$ cat src/rtl/wb_regfile_if.sv
`default_nettype none
// ============================================================================
//  Module      : wb_regfile_if
//  Description : Bus bundle between the MEM/WB pipeline register, the decode
//                read ports, execute HI/LO consumers and the write-back
//                register file.
//                master : pipeline side (drives write-back bundle and read
//                         requests, receives read data / HI / LO / debug)
//                slave  : register file side
//  Ports       : wb_pc_i, wb_wreg_i, wb_rw_i, wb_wdata_i   GPR write bundle
//                wb_whilo_i, wb_hi_i, wb_lo_i              HI/LO write bundle
//                re1_i/raddr1_i/rdata1_o, re2_i/raddr2_i/rdata2_o  read ports
//                hi_o, lo_o, retire_cnt_o, last_pc_o       status outputs
//  Revision    : 1.0 - initial release
// ============================================================================
interface wb_regfile_if #(
    parameter int DATA_W = 32,
    parameter int ADDR_W = 5
);
    logic [DATA_W-1:0] wb_pc_i;
    logic              wb_wreg_i;
    logic [ADDR_W-1:0] wb_rw_i;
    logic [DATA_W-1:0] wb_wdata_i;
    logic              wb_whilo_i;
    logic [DATA_W-1:0] wb_hi_i;
    logic [DATA_W-1:0] wb_lo_i;
    logic              re1_i;
    logic [ADDR_W-1:0] raddr1_i;
    logic [DATA_W-1:0] rdata1_o;
    logic              re2_i;
    logic [ADDR_W-1:0] raddr2_i;
    logic [DATA_W-1:0] rdata2_o;
    logic [DATA_W-1:0] hi_o;
    logic [DATA_W-1:0] lo_o;
    logic [DATA_W-1:0] retire_cnt_o;
    logic [DATA_W-1:0] last_pc_o;

    modport master (
        output wb_pc_i, wb_wreg_i, wb_rw_i, wb_wdata_i,
        output wb_whilo_i, wb_hi_i, wb_lo_i,
        output re1_i, raddr1_i, re2_i, raddr2_i,
        input  rdata1_o, rdata2_o, hi_o, lo_o, retire_cnt_o, last_pc_o
    );

    modport slave (
        input  wb_pc_i, wb_wreg_i, wb_rw_i, wb_wdata_i,
        input  wb_whilo_i, wb_hi_i, wb_lo_i,
        input  re1_i, raddr1_i, re2_i, raddr2_i,
        output rdata1_o, rdata2_o, hi_o, lo_o, retire_cnt_o, last_pc_o
    );
endinterface
`default_nettype wire

$ cat src/rtl/wb_regfile.sv
`default_nettype none
// ============================================================================
//  Module      : wb_regfile
//  Description : Write-back end of the MEM/WB stage. Commits the registered
//                write-back bundle into a 32-entry GPR file (r0 hard-wired to
//                zero) and the HI/LO pair, serves two combinational read
//                ports, and tracks a retire counter plus last-retired PC.
//  Ports       : clk  - system clock, rising edge
//                rst  - asynchronous reset, active-high
//                bus  - wb_regfile_if.slave (write-back bundle, read ports,
//                       HI/LO, retire counter, last PC)
//  Options     : WB_BYPASS_EN - when defined, same-cycle write-through
//                forwarding of GPR and HI/LO write data to the outputs.
//                When undefined, outputs show stored state only.
//  Parameters  : NUM_REGS must equal 2**ADDR_W.
//  Revision    : 1.0 - initial release
// ============================================================================
module wb_regfile #(
    parameter int DATA_W   = 32,
    parameter int ADDR_W   = 5,
    parameter int NUM_REGS = 32
) (
    input  wire logic        clk,
    input  wire logic        rst,
    wb_regfile_if.slave      bus
);

    localparam logic [DATA_W-1:0] c_one  = {{(DATA_W-1){1'b0}}, 1'b1};
    localparam logic [ADDR_W-1:0] c_zero = '0;

    logic [DATA_W-1:0] r_gpr [NUM_REGS];
    logic [DATA_W-1:0] r_hi;
    logic [DATA_W-1:0] r_lo;
    logic [DATA_W-1:0] r_retire_cnt;
    logic [DATA_W-1:0] r_last_pc;

    logic              w_gpr_we;
    logic              w_hilo_we;
    logic              w_retire;
    logic [DATA_W-1:0] w_rdata1;
    logic [DATA_W-1:0] w_rdata2;
    logic [DATA_W-1:0] w_hi;
    logic [DATA_W-1:0] w_lo;

    // A write aimed at r0 is dropped entirely and does not count as retiring.
    assign w_gpr_we  = bus.wb_wreg_i && (bus.wb_rw_i != c_zero);
    assign w_hilo_we = bus.wb_whilo_i;
    assign w_retire  = w_gpr_we || w_hilo_we;

    // ------------------------------------------------------------------
    // State update
    // ------------------------------------------------------------------
    always_ff @(posedge clk or posedge rst) begin
        if (rst) begin
            for (int i = 0; i < NUM_REGS; i++) begin
                r_gpr[i] <= '0;
            end
            r_hi         <= '0;
            r_lo         <= '0;
            r_retire_cnt <= '0;
            r_last_pc    <= '0;
        end else begin
            if (w_gpr_we) begin
                r_gpr[bus.wb_rw_i] <= bus.wb_wdata_i;
            end
            if (w_hilo_we) begin
                r_hi <= bus.wb_hi_i;
                r_lo <= bus.wb_lo_i;
            end
            // One increment per retiring cycle, even if GPR and HI/LO both
            // commit; the counter wraps silently.
            if (w_retire) begin
                r_retire_cnt <= r_retire_cnt + c_one;
                r_last_pc    <= bus.wb_pc_i;
            end
        end
    end

    // ------------------------------------------------------------------
    // Read port 1
    // ------------------------------------------------------------------
    always_comb begin
        w_rdata1 = '0;
        if (!rst && bus.re1_i && (bus.raddr1_i != c_zero)) begin
`ifdef WB_BYPASS_EN
            if (w_gpr_we && (bus.raddr1_i == bus.wb_rw_i)) begin
                w_rdata1 = bus.wb_wdata_i;
            end else begin
                w_rdata1 = r_gpr[bus.raddr1_i];
            end
`else
            w_rdata1 = r_gpr[bus.raddr1_i];
`endif
        end
    end

    // ------------------------------------------------------------------
    // Read port 2
    // ------------------------------------------------------------------
    always_comb begin
        w_rdata2 = '0;
        if (!rst && bus.re2_i && (bus.raddr2_i != c_zero)) begin
`ifdef WB_BYPASS_EN
            if (w_gpr_we && (bus.raddr2_i == bus.wb_rw_i)) begin
                w_rdata2 = bus.wb_wdata_i;
            end else begin
                w_rdata2 = r_gpr[bus.raddr2_i];
            end
`else
            w_rdata2 = r_gpr[bus.raddr2_i];
`endif
        end
    end

    // ------------------------------------------------------------------
    // HI/LO outputs. Gated by rst so a forwarded value never leaks while
    // the block is held in reset.
    // ------------------------------------------------------------------
    always_comb begin
        w_hi = '0;
        w_lo = '0;
        if (!rst) begin
`ifdef WB_BYPASS_EN
            if (w_hilo_we) begin
                w_hi = bus.wb_hi_i;
                w_lo = bus.wb_lo_i;
            end else begin
                w_hi = r_hi;
                w_lo = r_lo;
            end
`else
            w_hi = r_hi;
            w_lo = r_lo;
`endif
        end
    end

    assign bus.rdata1_o     = w_rdata1;
    assign bus.rdata2_o     = w_rdata2;
    assign bus.hi_o         = w_hi;
    assign bus.lo_o         = w_lo;
    assign bus.retire_cnt_o = r_retire_cnt;
    assign bus.last_pc_o    = r_last_pc;

endmodule
`default_nettype wire

$ cat src/flat_wrapper.sv
// flat-port wrapper written by rule: the top's interface ports become plain ports
module wb_regfile_flat 
#(
    parameter int DATA_W   = 32,
    parameter int ADDR_W   = 5,
    parameter int NUM_REGS = 32
)
  (clk, rst, bus_wb_pc_i, bus_wb_wreg_i, bus_wb_rw_i, bus_wb_wdata_i, bus_wb_whilo_i, bus_wb_hi_i, bus_wb_lo_i, bus_re1_i, bus_raddr1_i, bus_re2_i, bus_raddr2_i, bus_rdata1_o, bus_rdata2_o, bus_hi_o, bus_lo_o, bus_retire_cnt_o, bus_last_pc_o);
  wb_regfile_if #(.DATA_W(DATA_W), .ADDR_W(ADDR_W)) bus_i ();
  input  wire logic clk;
  input  wire logic rst;
  input wire logic [$bits(bus_i.wb_pc_i)-1:0] bus_wb_pc_i;
  input wire logic [$bits(bus_i.wb_wreg_i)-1:0] bus_wb_wreg_i;
  input wire logic [$bits(bus_i.wb_rw_i)-1:0] bus_wb_rw_i;
  input wire logic [$bits(bus_i.wb_wdata_i)-1:0] bus_wb_wdata_i;
  input wire logic [$bits(bus_i.wb_whilo_i)-1:0] bus_wb_whilo_i;
  input wire logic [$bits(bus_i.wb_hi_i)-1:0] bus_wb_hi_i;
  input wire logic [$bits(bus_i.wb_lo_i)-1:0] bus_wb_lo_i;
  input wire logic [$bits(bus_i.re1_i)-1:0] bus_re1_i;
  input wire logic [$bits(bus_i.raddr1_i)-1:0] bus_raddr1_i;
  input wire logic [$bits(bus_i.re2_i)-1:0] bus_re2_i;
  input wire logic [$bits(bus_i.raddr2_i)-1:0] bus_raddr2_i;
  output wire logic [$bits(bus_i.rdata1_o)-1:0] bus_rdata1_o;
  output wire logic [$bits(bus_i.rdata2_o)-1:0] bus_rdata2_o;
  output wire logic [$bits(bus_i.hi_o)-1:0] bus_hi_o;
  output wire logic [$bits(bus_i.lo_o)-1:0] bus_lo_o;
  output wire logic [$bits(bus_i.retire_cnt_o)-1:0] bus_retire_cnt_o;
  output wire logic [$bits(bus_i.last_pc_o)-1:0] bus_last_pc_o;
  assign bus_i.wb_pc_i = bus_wb_pc_i;
  assign bus_i.wb_wreg_i = bus_wb_wreg_i;
  assign bus_i.wb_rw_i = bus_wb_rw_i;
  assign bus_i.wb_wdata_i = bus_wb_wdata_i;
  assign bus_i.wb_whilo_i = bus_wb_whilo_i;
  assign bus_i.wb_hi_i = bus_wb_hi_i;
  assign bus_i.wb_lo_i = bus_wb_lo_i;
  assign bus_i.re1_i = bus_re1_i;
  assign bus_i.raddr1_i = bus_raddr1_i;
  assign bus_i.re2_i = bus_re2_i;
  assign bus_i.raddr2_i = bus_raddr2_i;
  assign bus_rdata1_o = bus_i.rdata1_o;
  assign bus_rdata2_o = bus_i.rdata2_o;
  assign bus_hi_o = bus_i.hi_o;
  assign bus_lo_o = bus_i.lo_o;
  assign bus_retire_cnt_o = bus_i.retire_cnt_o;
  assign bus_last_pc_o = bus_i.last_pc_o;
  wb_regfile #(.DATA_W(DATA_W), .ADDR_W(ADDR_W), .NUM_REGS(NUM_REGS)) u_core (.clk(clk), .rst(rst), .bus(bus_i));
endmodule
$ cat config.mk
export PLATFORM = sky130hd
export DESIGN_NAME = wb_regfile_flat
export DESIGN_NICKNAME = d
export VERILOG_FILES = /design/src/rtl/wb_regfile_if.sv /design/src/rtl/wb_regfile.sv /design/src/flat_wrapper.sv
export SDC_FILE = /design/constraint.sdc
export NUM_CORES = 2
export LEC_CHECK = 0
export BUFFER_PORTS_ARGS = -buffer_cell sky130_fd_sc_hd__clkbuf_2
export CAP_MARGIN = 20
export CORE_MARGIN = 2
export CORE_UTILIZATION = 50
export DETAILED_ROUTE_END_ITERATION = 12
export PLACE_DENSITY_LB_ADDON = 0.1
export SLEW_MARGIN = 15
export SYNTH_ARGS = -nofsm -noshare
export SYNTH_HDL_FRONTEND = slang
export SYNTH_SLANG_ARGS = --single-unit
export TNS_END_PERCENT = 30
$ cat constraint.sdc
create_clock -name clk -period 83.4 [get_ports clk]
set_input_delay 16.68 -clock clk [delete_from_list [all_inputs] [get_ports clk]]
set_output_delay 16.68 -clock clk [all_outputs]
set_load 0.1 [all_outputs]
# [After elaboration in Yosys (flattened, before gate mapping)]
# Index checks and enable logic that the tools add are counted.
[op_classes] mux=13 n_addsub=1 reduce_logical=11 order_cmp=4 bitwise=3
[op_table] op="1024-bit bitwise mux" count=1
[op_table] op="32-bit binary-select mux with 5-bit select" count=2
[op_table] op="32-bit 2-to-1 mux" count=9
[op_table] op="32-bit demux with 5-bit select" count=1
[op_table] op="32-bit by 1-bit adder with 32-bit output (second input constant)" count=1
[op_table] op="6-bit >= comparator (second input constant)" count=3
[op_table] op="5-bit NOT with 6-bit output" count=3
[op_table] op="5-bit nonzero test" count=3
[op_table] op="1-bit logical AND" count=6
[op_table] op="6-bit by 1-bit less-than comparator with 1-bit output (second input constant)" count=1
[op_table] op="1-bit zero test" count=1
[op_table] op="1-bit logical OR" count=1
[totals] reg_bits=1152 word_cells=68 inputBits=149 out_inout_bits=192

# [Longest topological paths before layout]
[logic_depth] ltp_word=6 ltp_mapped=8 ltp_nobuf=5

# [Worst setup path before layout]
# No wires, ideal clock.
[synth_path] path_type="input-to-output" from="input bus_raddr2_i[1]" to="output bus_rdata2_o[10]" stages=6 path_buffers=2 required_ns=66.720 setup_slack_ns=47.598 arrival_ns=19.122 cell_sequence="buf_2 > buf_1 > mux4_2 > mux2_2 > nand2_1 > nand4_1"
[synth_between] elab_chain_len=5 elab_cells_between_ends=7 cone_classes="mux: 4; bitwise: 1; reduce/logical: 2"
[synth_lines] element="from (decl)" line_no="flat_wrapper.sv:22" source="input wire logic [$bits(bus_i.raddr2_i)-1:0] bus_raddr2_i;"
[synth_lines] element="5-bit NOT with 6-bit output (implied by the code)" line_no="wb_regfile.sv:110" source="w_rdata2 = r_gpr[bus.raddr2_i];"
[synth_lines] element="32-bit binary-select mux with 5-bit select" line_no="wb_regfile.sv:110"
[synth_lines] element="32-bit 2-to-1 mux (implied by the code) (2 in series)" line_no="wb_regfile.sv:110"
[synth_lines] element="32-bit 2-to-1 mux (*)" line_no="wb_regfile.sv:102" source="if (!rst && bus.re2_i && (bus.raddr2_i != c_zero)) begin"
[synth_lines] element="to (decl)" line_no="flat_wrapper.sv:24" source="output wire logic [$bits(bus_i.rdata2_o)-1:0] bus_rdata2_o;"
# Every way passes the cells marked *; elsewhere a longest branch is shown, timed or not. The select of a mux whose other input is x is not followed.

# [Final worst setup path]
[layout_path] from="input bus_raddr1_i[1]" to="output bus_rdata1_o[17]"
[layout_between] elab_chain_len=5 elab_cells_between_ends=7 cone_classes="mux: 4; bitwise: 1; reduce/logical: 2"
[layout_lines] element="from (decl)" line_no="flat_wrapper.sv:20" source="input wire logic [$bits(bus_i.raddr1_i)-1:0] bus_raddr1_i;"
[layout_lines] element="5-bit NOT with 6-bit output (implied by the code)" line_no="wb_regfile.sv:92" source="w_rdata1 = r_gpr[bus.raddr1_i];"
[layout_lines] element="32-bit binary-select mux with 5-bit select" line_no="wb_regfile.sv:92"
[layout_lines] element="32-bit 2-to-1 mux (implied by the code) (2 in series)" line_no="wb_regfile.sv:92"
[layout_lines] element="32-bit 2-to-1 mux (*)" line_no="wb_regfile.sv:84" source="if (!rst && bus.re1_i && (bus.raddr1_i != c_zero)) begin"
[layout_lines] element="to (decl)" line_no="flat_wrapper.sv:23" source="output wire logic [$bits(bus_i.rdata1_o)-1:0] bus_rdata1_o;"
# Marked as above.

==> impl_metrics.yaml <==
die:
  coreArea_sq_mm: 0.118
  die_area_sq_mm: 0.122
  floorplan.initialDensity_pct: 50.5
  die_h_microns: 350
  floorplan.rows: 126
  die_width_microns: 350
  io_pins: 341
routing:
  route.detailed.wl_per_inst_microns: 29.1
  detail_route.iter0.violations: 3589
  drt_pre_antenna_iters: 6
  dr_total_vias: 39800
  remaining_drc_errors: 0
  routed_wirelength_mm: 183
  viasPerCell: 6.34
  antenna_left: 0
power_and_ir_drop:
  ir_drop_v: 0.0000239
  pwr_density_cell_mw_per_mm2: 24.6
  power.total_mw: 1.65
  power.leakage_nw: 30.7
setup_path:
  critPathTopFamily: "buffers and inverters"
  critPathArrivalTime_ps: 21160
  worstPathCellList: "buf_8, buf_4, buf_4, buf_4, mux4_2, mux2_2, nand2_1, nand4_1, clkbuf_2"
  worst-path-buf-inv: 5
  timing.reg2reg.worst_path_depth: 5
  timing.rr.end: "u_core.bus.retire_cnt_o[23]"
  critical-path-slowest-cell: "sky130_fd_sc_hd__buf_4"
  critical_path.max_stage_delay_ps: 790
  crit_type: "in -> out"
  setup.worst_path.start_class: "primary input"
  ff2ff_setup_slack_ps: 81290
  crit_fanout: 68
  reg2reg_from: "u_core.bus.retire_cnt_o[2]"
  cpMostUsedCell: "sky130_fd_sc_hd__buf_4"
  cp-startpoint: "bus_raddr1_i[1]"
  worst_ep_required_time_ps: 66720
  cp-end-kind: "primary output"
cts:
  clk_pin_slew_worst_paths_ps: 50
  ctsHtreeMaxLevel: 4
  post-cts-setup-buffer-count: 0
  cts_root_buffer_type: "sky130_fd_sc_hd__clkbuf_16"
  hold_buffers: 0
  cts.path.max_buffers: 3
  cts_buffers: 134
  clkLatencyLatePin_ps: 760
  ctsResizeCount: 0
  tritoncts_clock_tree: "done"
  clock-sinks: 1152
layout:
  final_nets: 4732
  post_route_cells_drive_above_1_share_pct: 44.5
  layout.cells.non_filler: 6280
  post-route-cell-area_sq_mm: 0.0670
  synthToLayoutAreaGrowth_pct: 12.1
  finish.utilization_pct: 56.6
global_route:
  grt_pass1_vias: 40300
  globalRoute.totalOverflow: 0
  grt.met3_usage_pct: 6.09
  use_met2_pct: 46.3
  grt_usage_pct: 30.0
  grt_max_degree: 117
  number_of_antenna_violations_at_the_first_check_in_global_routing: 5
  top_usage_layer: "met2"
  grt_pass1_wl_mm: 271
  grtUsageMet1_pct: 42.8
synth:
  ys_seq_area_share_pct: 48.2
  synth.cell_area_sq_mm: 0.0598
  synth.net_count: 4620
  netlist_instances: 4470
  yosys_most_used_dff: "sky130_fd_sc_hd__dfrtp_1"
  synth_area_per_cell_sq_um: 13.4
  ys_warn_count: 0
  distinct_cells_synth: 35
  synth_async_reset_ratio_pct: 100
  synth_seq_cells: 1152
  synth_edf_count: 0
timing:
  finalSetupTns_ps: 0
  skew_ps: 4.97
  slew_violations: 0
  max_slew_margin_pct: 24.4
  finalCritPeriodShare_pct: 45.4
  finalSetupViolCount: 0
  timing_worst_slew_pin_value_ps: 1130
  worst_hold_slack_ps: 393
  rsz0062_at_grt: "no"
  hold_violations: 0
  maxClockFrequency_mhz: 26.4
  final.min_clock_period_ps: 37840
  final_ws_setup_ps: 45560
outcome:
  run_status: "complete, no violations"
placement:
  preCtsSetupSlack_ps: 45530
  placed_cell_area_sq_mm: 0.0627
  dp_hpwl_mm: 97.9
  dp_cells: 6045
  port-buffer-count: 340
  globalplace.congestion: 0.784
min_path:
  hold-path-endpoint: "u_core.r_gpr[1006]"
  timing.hold.worst.start: "u_core.r_gpr[1006]"
  hold_path.class: "reg -> reg"
  timing.hold.worst_path_depth: 0
job:
  max_cap_violations: 0
per-layer routing:
layer,wire length (microns),vias to the layer above
li1,-,16800
met1,80600,21300
met2,84100,1363
met3,12700,326
met4,5180,2
met5,10,-
state kept, by name (all words and copies together) (netlist names):
name	flops
u_core.bus.retire_cnt_o	32
u_core.r_lo	32
u_core.r_gpr	1024
u_core.r_hi	32
u_core.bus.last_pc_o	32
cells in the final DEF, fill, tap and decap left out, types with 3 or more instances in the layout:
cell type,netlist,layout
sky130_fd_sc_hd__inv_6,0,8
sky130_fd_sc_hd__bufinv_16,0,7
sky130_fd_sc_hd__clkbuf_16,0,138
sky130_fd_sc_hd__xor2_1,10,10
sky130_fd_sc_hd__nor2_1,34,14
sky130_fd_sc_hd__clkbuf_8,0,24
sky130_fd_sc_hd__clkinv_8,0,3
sky130_fd_sc_hd__nor2b_1,68,66
sky130_fd_sc_hd__buf_4,0,89
sky130_fd_sc_hd__inv_1,7,6
sky130_fd_sc_hd__nand3_1,148,146
sky130_fd_sc_hd__nand2_2,0,8
sky130_fd_sc_hd__nor3b_1,4,4
sky130_fd_sc_hd__a21oi_1,129,128
sky130_fd_sc_hd__clkinv_2,0,24
sky130_fd_sc_hd__mux2_2,1146,1146
sky130_fd_sc_hd__mux4_2,256,256
sky130_fd_sc_hd__nor3_1,9,9
sky130_fd_sc_hd__xnor2_1,21,21
sky130_fd_sc_hd__nand2_4,0,7
sky130_fd_sc_hd__nand3b_1,6,6
sky130_fd_sc_hd__clkbuf_2,0,332
sky130_fd_sc_hd__nand2_1,217,202
sky130_fd_sc_hd__mux2i_1,512,512
sky130_fd_sc_hd__nor2_4,0,20
sky130_fd_sc_hd__a22oi_1,192,192
sky130_fd_sc_hd__mux2_1,7,7
sky130_fd_sc_hd__clkbuf_1,293,28
sky130_fd_sc_hd__nand4_1,78,78
sky130_fd_sc_hd__dfrtp_1,1152,1152
sky130_fd_sc_hd__and3_1,5,5
sky130_fd_sc_hd__nand4b_1,3,3
sky130_fd_sc_hd__buf_2,91,3
how the worst max path moves through the flow:
stage,end,slack [ps],cells past startpoint
6_report,bus_rdata1_o[17],45560,9
5_1_grt,bus_rdata1_o[17],45330,9
4_1_cts,bus_rdata1_o[16],45510,9
3_5_place_dp,bus_rdata1_o[16],45530,9
3_3_place_gp,bus_rdata1_o[17],45540,9
2_1_floorplan,u_core.bus.last_pc_o[0],34180,2
synth_stat cells (2+ instances only):
master | instances | share of area [%]
sky130_fd_sc_hd__buf_2 | 91 | 0.76
sky130_fd_sc_hd__nand2_1 | 217 | 1.4
sky130_fd_sc_hd__a22oi_1 | 192 | 2.4
sky130_fd_sc_hd__nor4bb_1 | 2 | 0.033
sky130_fd_sc_hd__xnor2_1 | 21 | 0.31
sky130_fd_sc_hd__nor3_1 | 9 | 0.075
sky130_fd_sc_hd__nor2_1 | 34 | 0.21
sky130_fd_sc_hd__nand4_1 | 78 | 0.82
sky130_fd_sc_hd__mux2_1 | 7 | 0.13
sky130_fd_sc_hd__mux2_2 | 1146 | 22
sky130_fd_sc_hd__nand3b_1 | 6 | 0.075
sky130_fd_sc_hd__and2_1 | 2 | 0.021
sky130_fd_sc_hd__clkbuf_1 | 293 | 1.8
sky130_fd_sc_hd__nor2b_1 | 68 | 0.71
sky130_fd_sc_hd__mux2i_1 | 512 | 8.6
sky130_fd_sc_hd__nand4b_1 | 3 | 0.044
sky130_fd_sc_hd__xor2_1 | 10 | 0.15
sky130_fd_sc_hd__nor3b_1 | 4 | 0.050
sky130_fd_sc_hd__a21oi_1 | 129 | 1.1
sky130_fd_sc_hd__and3_1 | 5 | 0.052
sky130_fd_sc_hd__dfrtp_1 | 1152 | 48
sky130_fd_sc_hd__mux4_2 | 256 | 9.6
sky130_fd_sc_hd__inv_1 | 7 | 0.044
sky130_fd_sc_hd__buf_1 | 68 | 0.43
sky130_fd_sc_hd__nand3_1 | 148 | 1.2
layout make-up:
type / instances / area [sq um]
antenna: 2 / 5.00
sequential: 1152 / 28800
clock inverter: 42 / 449
inverter: 7 / 33.8
tap: 1600 / 2000
timing repair buffer: 428 / 2400
clock buffer: 190 / 3890
fill: 9745 / 51400
multi-input combinational: 2859 / 29400
worst register-to-register path, cell delays in order (launching register included):
cell,delay (ps)
sky130_fd_sc_hd__dfrtp_1,570
sky130_fd_sc_hd__nand3_1,180
sky130_fd_sc_hd__a211oi_1,480
sky130_fd_sc_hd__nand3_1,220
sky130_fd_sc_hd__or3_1,420
sky130_fd_sc_hd__xnor2_1,130
where the power goes:
| part | internal [mW] | switching, mW | total [mW] |
|---|---|---|---|
| combinational | 0.161 | 0.169 | 0.330 |
| clock | 0.346 | 0.239 | 0.585 |
| sequential | 0.659 | 0.0733 | 0.733 |
cells by family (layout without fill, tap and decap cells):
family	count (synthesis)	after routing	synth area share, %
AO/OA/AOI/OAI	323	323	3.52
other	0	2	0
adder cells (fa/ha/maj)	1	1	0.0209
flip-flops	1152	1152	48.2
XOR/XNOR	31	31	0.454
multiplexers	1921	1921	39.9
buffers and inverters	459	667	3.07
AND/OR/NAND/NOR	583	583	4.81
No activity file was read; power rests on OpenSTA's default activity.
